[config.mk]
export PLATFORM = sky130hd
export DESIGN_NAME = bus_fifo_param_flat
export DESIGN_NICKNAME = d
export VERILOG_FILES = /design/src/rtl/bus_fifo_param_if.sv /design/src/rtl/bus_fifo_param.sv /design/src/flat_wrapper.sv
export SDC_FILE = /design/constraint.sdc
export NUM_CORES = 1
export LEC_CHECK = 0
export ABC_AREA = 0
export ABC_CLOCK_PERIOD_IN_PS = 5900
export BUFFER_PORTS_ARGS = -buffer_cell sky130_fd_sc_hd__buf_2
export CAP_MARGIN = 20
export CORE_ASPECT_RATIO = 0.9
export CORE_MARGIN = 2
export CORE_UTILIZATION = 60
export DETAILED_ROUTE_END_ITERATION = 16
export PLACE_DENSITY = 0.84
export SKIP_CTS_REPAIR_TIMING = 1
export SYNTH_ARGS = -nofsm -noshare
export SYNTH_HDL_FRONTEND = slang
export SYNTH_SLANG_ARGS = --single-unit
[constraint.sdc]
create_clock -name clk -period 5.9 [get_ports clk]
set_clock_uncertainty 0.2 [all_clocks]
set_input_delay 0.885 -clock clk [delete_from_list [all_inputs] [get_ports clk]]
set_output_delay 0.885 -clock clk [all_outputs]
set_load 0.02 [all_outputs]
[src/rtl/bus_fifo_param_if.sv]
// Producer/consumer bus bundle for bus_fifo_param.
// The "slave" modport is the FIFO side. The "master" modport is the side that drives writes and reads.
interface bus_fifo_param_if #(
  parameter int DATA_W = 32,
  parameter int ADDR_W = 4
);
  logic              flush;
  logic              wr_en;
  logic [DATA_W-1:0] wr_data;
  logic              rd_en;
  logic              clr_err;
  logic [DATA_W-1:0] rd_data;
  logic              full;
  logic              empty;
  logic              almost_full;
  logic              almost_empty;
  logic [ADDR_W:0]   count;
  logic              overflow;
  logic              underflow;

  modport master (
    output flush, wr_en, wr_data, rd_en, clr_err,
    input  rd_data, full, empty, almost_full, almost_empty, count, overflow, underflow
  );

  modport slave (
    input  flush, wr_en, wr_data, rd_en, clr_err,
    output rd_data, full, empty, almost_full, almost_empty, count, overflow, underflow
  );
endinterface

[src/rtl/bus_fifo_param.sv]
// Parametrised first-word-fall-through synchronous FIFO for the bus interface path.
// All flags are registered from the next occupancy value. The storage array is not reset.
module bus_fifo_param #(
  parameter int DATA_W    = 32,
  parameter int ADDR_W    = 4,
  parameter int AFULL_TH  = 12,
  parameter int AEMPTY_TH = 2
) (
  input logic             clk,
  input logic             reset,
  bus_fifo_param_if.slave bus
);
  localparam int CW = ADDR_W + 1;
  localparam int DEPTH = 2 ** ADDR_W;
  localparam logic [CW-1:0] AF_TH  = CW'(AFULL_TH);
  localparam logic [CW-1:0] AE_TH  = CW'(AEMPTY_TH);
  localparam logic [CW-1:0] CNT_FULL = CW'(DEPTH);

  logic [DEPTH-1:0][DATA_W-1:0] mem_q;
  logic [CW-1:0] wp_q, wp_d, rp_q, rp_d, count_q, count_d;
  logic          full_q, full_d, empty_q, empty_d;
  logic          afull_q, afull_d, aempty_q, aempty_d;
  logic          ovf_q, ovf_d, udf_q, udf_d;
  logic          wr_acc, rd_acc;

  always_comb begin
    wr_acc = bus.wr_en & ~full_q  & ~bus.flush;
    rd_acc = bus.rd_en & ~empty_q & ~bus.flush;
    wp_d   = wp_q;
    rp_d   = rp_q;
    if (bus.flush) begin
      wp_d = '0;
      rp_d = '0;
    end else begin
      if (wr_acc) wp_d = wp_q + CW'(1);
      if (rd_acc) rp_d = rp_q + CW'(1);
    end
    // The wrap bit makes the pointer difference exact over 0..DEPTH.
    count_d  = wp_d - rp_d;
    full_d   = (count_d == CNT_FULL);
    empty_d  = (count_d == '0);
    afull_d  = (count_d >= AF_TH);
    aempty_d = (count_d <= AE_TH);
    // A new error wins over clr_err. Flush masks requests, so it raises no error.
    ovf_d = (ovf_q & ~bus.clr_err) | (bus.wr_en & full_q  & ~bus.flush);
    udf_d = (udf_q & ~bus.clr_err) | (bus.rd_en & empty_q & ~bus.flush);
  end

  always_ff @(posedge clk or negedge reset) begin
    if (!reset) begin
      wp_q     <= '0;
      rp_q     <= '0;
      count_q  <= '0;
      full_q   <= 1'b0;
      empty_q  <= 1'b1;
      afull_q  <= 1'b0;
      aempty_q <= 1'b1;
      ovf_q    <= 1'b0;
      udf_q    <= 1'b0;
    end else begin
      wp_q     <= wp_d;
      rp_q     <= rp_d;
      count_q  <= count_d;
      full_q   <= full_d;
      empty_q  <= empty_d;
      afull_q  <= afull_d;
      aempty_q <= aempty_d;
      ovf_q    <= ovf_d;
      udf_q    <= udf_d;
    end
  end

  // No write is committed while reset is held.
  always_ff @(posedge clk) begin
    if (reset && wr_acc) mem_q[wp_q[ADDR_W-1:0]] <= bus.wr_data;
  end

  assign bus.rd_data      = empty_q ? '0 : mem_q[rp_q[ADDR_W-1:0]];
  assign bus.full         = full_q;
  assign bus.empty        = empty_q;
  assign bus.almost_full  = afull_q;
  assign bus.almost_empty = aempty_q;
  assign bus.count        = count_q;
  assign bus.overflow     = ovf_q;
  assign bus.underflow    = udf_q;
endmodule

[src/flat_wrapper.sv]
// flat-port wrapper written by rule: the top's interface ports become plain ports
module bus_fifo_param_flat 
#(
  parameter int DATA_W    = 32,
  parameter int ADDR_W    = 4,
  parameter int AFULL_TH  = 12,
  parameter int AEMPTY_TH = 2
)
  (clk, reset, bus_flush, bus_wr_en, bus_wr_data, bus_rd_en, bus_clr_err, bus_rd_data, bus_full, bus_empty, bus_almost_full, bus_almost_empty, bus_count, bus_overflow, bus_underflow);
  bus_fifo_param_if #(.DATA_W(DATA_W), .ADDR_W(ADDR_W)) bus_i ();
  input logic clk;
  input logic reset;
  input wire logic [$bits(bus_i.flush)-1:0] bus_flush;
  input wire logic [$bits(bus_i.wr_en)-1:0] bus_wr_en;
  input wire logic [$bits(bus_i.wr_data)-1:0] bus_wr_data;
  input wire logic [$bits(bus_i.rd_en)-1:0] bus_rd_en;
  input wire logic [$bits(bus_i.clr_err)-1:0] bus_clr_err;
  output wire logic [$bits(bus_i.rd_data)-1:0] bus_rd_data;
  output wire logic [$bits(bus_i.full)-1:0] bus_full;
  output wire logic [$bits(bus_i.empty)-1:0] bus_empty;
  output wire logic [$bits(bus_i.almost_full)-1:0] bus_almost_full;
  output wire logic [$bits(bus_i.almost_empty)-1:0] bus_almost_empty;
  output wire logic [$bits(bus_i.count)-1:0] bus_count;
  output wire logic [$bits(bus_i.overflow)-1:0] bus_overflow;
  output wire logic [$bits(bus_i.underflow)-1:0] bus_underflow;
  assign bus_i.flush = bus_flush;
  assign bus_i.wr_en = bus_wr_en;
  assign bus_i.wr_data = bus_wr_data;
  assign bus_i.rd_en = bus_rd_en;
  assign bus_i.clr_err = bus_clr_err;
  assign bus_rd_data = bus_i.rd_data;
  assign bus_full = bus_i.full;
  assign bus_empty = bus_i.empty;
  assign bus_almost_full = bus_i.almost_full;
  assign bus_almost_empty = bus_i.almost_empty;
  assign bus_count = bus_i.count;
  assign bus_overflow = bus_i.overflow;
  assign bus_underflow = bus_i.underflow;
  bus_fifo_param #(.DATA_W(DATA_W), .ADDR_W(ADDR_W), .AFULL_TH(AFULL_TH), .AEMPTY_TH(AEMPTY_TH)) u_core (.clk(clk), .reset(reset), .bus(bus_i));
endmodule
==> key figures <==
Floorplanning
  • Die Ht: 180 um
  • Die X: 199 um
  • Core area: 33900 um^2
  • Die Area: 35800 um^2
  • Initial core utilization: 60.8%
  • Site row count: 64
  • I/O pins: 81

Placed design
  • RePlAce Congestion: 0.741
  • Place WS: ~1800 ps
  • Quantity of I/O buffers inserted on ports: 80
  • DP HPWL: ~24 mm

STA
  • Count of final setup violators: 0
  • Min cycle time layout: 4570 ps
  • TNS Setup: 0 ps
  • Slew margin rel.: approximately a quarter
  • Final Worst Setup Slack: 1330 ps
  • Worst-Margin Slew: 1130 ps
  • Fin. max-slew vios: 0
  • Tcrit/Tclk final: 77.5%
  • RSZ-0062 raised after global routing: false
  • Fmax: 219 MHz
  • Final hold vios: 0

Critical path
  • Worst-path maximum fanout: 39
  • Top delay family on crit path: multiplexers
  • Worst path cell trace: buf_4 -> mux4_2 -> mux4_2 -> nor2b_1 -> buf_2
  • Reg2reg path depth: 10
  • Crit-path max cell delay: between 900 and 1000 ps
  • Critical Path AT: 3490 ps
  • Most used cell, CP: mux4_2
  • CP Capture Type: primary output
  • Crit Path Category: reg -> out
  • Crit path launch type: flip-flop
  • WP depth: 5
  • Buffers & Inverters on Critical Path: 2
  • CP max-delay cell: dfrtp_4
  • CP Data Required Time: slightly below 5000 ps

Route
  • Vias post-DR: approximately 9500
  • DR vias/cell: approximately 6.4
  • Residual DRC: 0
  • Drt first pass iters: 5
  • Iteration-0 DRC count of the detailed router: 1036
  • Remaining antenna violation count after routing: 0
  • WL final: around 44 mm
  • Avg WL per Cell: a little under 30 um

Synth
  • Count of cell types in the netlist: 39
  • Ys flop type: edfxtp_1
  • Syn avg cell area: 23.5 um^2
  • Number of flops mapped to enable cells by yosys: 512
  • Total number of yosys warnings: 0
  • FF+latch count, synth: between 500 and 600
  • Fraction of registers with async set/reset: around 4%
  • Post-Syn Nets: 923
  • Synth Instances: 875
  • Cell area after synthesis: 20600 um^2
  • Register area share after synthesis: 77.3%

Pwr
  • Max VDD drop: 0.293 mV
  • Pleak: around 7.4 nW
  • PwrDens: 369 nW/um^2

Cells and area
  • Area Overhead vs Synth: 13.2%
  • Layout fillers: about 2000
  • Commonest non-fill, non-tap cells in the layout: edfxtp_1, mux4_2, buf_2
  • Fraction of layout instances using a drive strength above 1: 35.2%
  • Nets: approximately 1000
  • Commonest non-fill, non-tap cell in the layout: edfxtp_1

Clocking
  • Clock Root Buffer: clkbuf_16
  • CTS tree: built
  • CTS max path bufs: 3
  • Clock latency at the later pin of the worst-skew pair: 560 ps
  • Total CTS buffers: 49
  • Clock sinks: 533
  • CTS clk-pin slew, worst paths: 60 ps
  • H-tree Lvls: 2

Global route
  • Initial antenna violation count: 4
  • Global-route usage over all layers: 25.8%
  • Overflow after GRT: 0
  • Largest net degree at the start of global routing: 70
  • Vias in the first global route: 9832
  • Global-route wire length before repair: 65.0 mm

Run
  • Max-Cap Viols: 0

Min path
  • HP Class: in -> async

Status
  • Outcome: completed
cells in the mapped netlist (2+ instances only):
master	number	area (um^2)
nor2b_1	34	213
nor2_1	22	82.6
nand2_1	10	37.5
xnor2_1	6	52.6
clkbuf_1	29	109
inv_1	14	52.6
edfxtp_1	512	15400
or2_2	5	31.3
a21oi_1	5	25.0
mux4_2	160	3600
xor2_1	4	35.0
nor3_1	4	20.0
dfstp_2	2	52.6
o22ai_1	2	12.5
dfrtp_1	19	475
nand2b_1	4	25.0
buf_1	13	48.8
ha_1	9	113
per-layer routing:
layer | wire length, um | vias to the layer above | GRT usage (%) | part of all wire [%]
met5 | 27 | - | 0 | 0.061
li1 | - | 3910 | - | -
met2 | 22800 | 492 | 42.1 | 52
met3 | 3470 | 70 | 4.18 | 7.9
met4 | 852 | 4 | 6.72 | 1.9
met1 | 16800 | 5043 | 37.2 | 38
final cells by class:
type,count,area (um^2),area share [%]
Clock inverter,23,153,0.655
Multi-Input combinational cell,285,4580,19.7
Inverter,14,52.6,0.226
Timing Repair Buffer,104,643,2.76
Clock buffer,66,1370,5.89
Tap cell,462,578,2.48
Sequential cell,533,15900,68.3
Antenna cell,2,5.00,0.0215
final timing paths:
| kind | startpoint | to | slack, ps |
|---|---|---|---|
| setup / recovery | u_core.rp_q[0] | bus_rd_data[25] | 1330 |
| hold / removal | reset | u_core.bus.count[2] | 80 |
| setup reg to reg | u_core.rp_q[0] | u_core.bus.empty | 1890 |
| hold reg to reg | u_core.bus.underflow | u_core.bus.underflow | 330 |
| max in group asynchronous | reset | u_core.rp_q[0] | 5060 |
| min in group clk | bus_clr_err | u_core.bus.overflow | 320 |
sequential cells by signal, indices dropped and copies added (netlist names), 5 cells and up:
signal            flops
u_core.mem_q        512
u_core.bus.count      5
u_core.rp_q           5
u_core.wp_q           5
stage by stage:
step	total power, mW	hold WS, ps	cells	util [%]	cell area [um^2]
finish	8.60	78.3	1489	68.8	23300
global route	8.87	104	1487	68.8	23300
CTS	8.65	74.4	1487	68.8	23300
detailed placement	5.66	319	1398	64.3	21800
global placement	5.63	313	1397	64.2	21700
floorplan	5.27	313	875	-	20600
power breakdown:
group          total, mW  internal [mW]  switching [mW]  leakage (nW)
Sequential          4.33           4.21           0.119          4.87
Clock               3.03           1.71            1.32         0.751
Combinational       1.24          0.616           0.621          1.74
Total               8.60           6.54            2.06          7.36
worst register-to-register path, stage by stage (launching register included):
cell,delay [ps]
dfrtp_4,960
buf_4,570
nand2_1,140
nor4_1,480
nor2_1,60
or2_2,300
ha_1,330
a21oi_1,170
o31a_2,220
xor2_4,110
nor4b_1,350
logic make-up (layout without fill, tap and decap cells):
| logic type | Yosys count | in the layout | share of synthesized area [%] |
|---|---|---|---|
| AO/OA/AOI/OAI | 17 | 17 | 0.675 |
| adder cells (fa/ha/maj) | 10 | 10 | 0.644 |
| buffers and inverters | 57 | 207 | 1.05 |
| multiplexers | 161 | 161 | 17.6 |
| XOR/XNOR | 11 | 11 | 0.559 |
| AND/OR/NAND/NOR | 86 | 86 | 2.27 |
| other | 0 | 2 | 0 |
| flip-flops | 533 | 533 | 77.3 |
No activity file was read; power rests on OpenSTA's default activity.
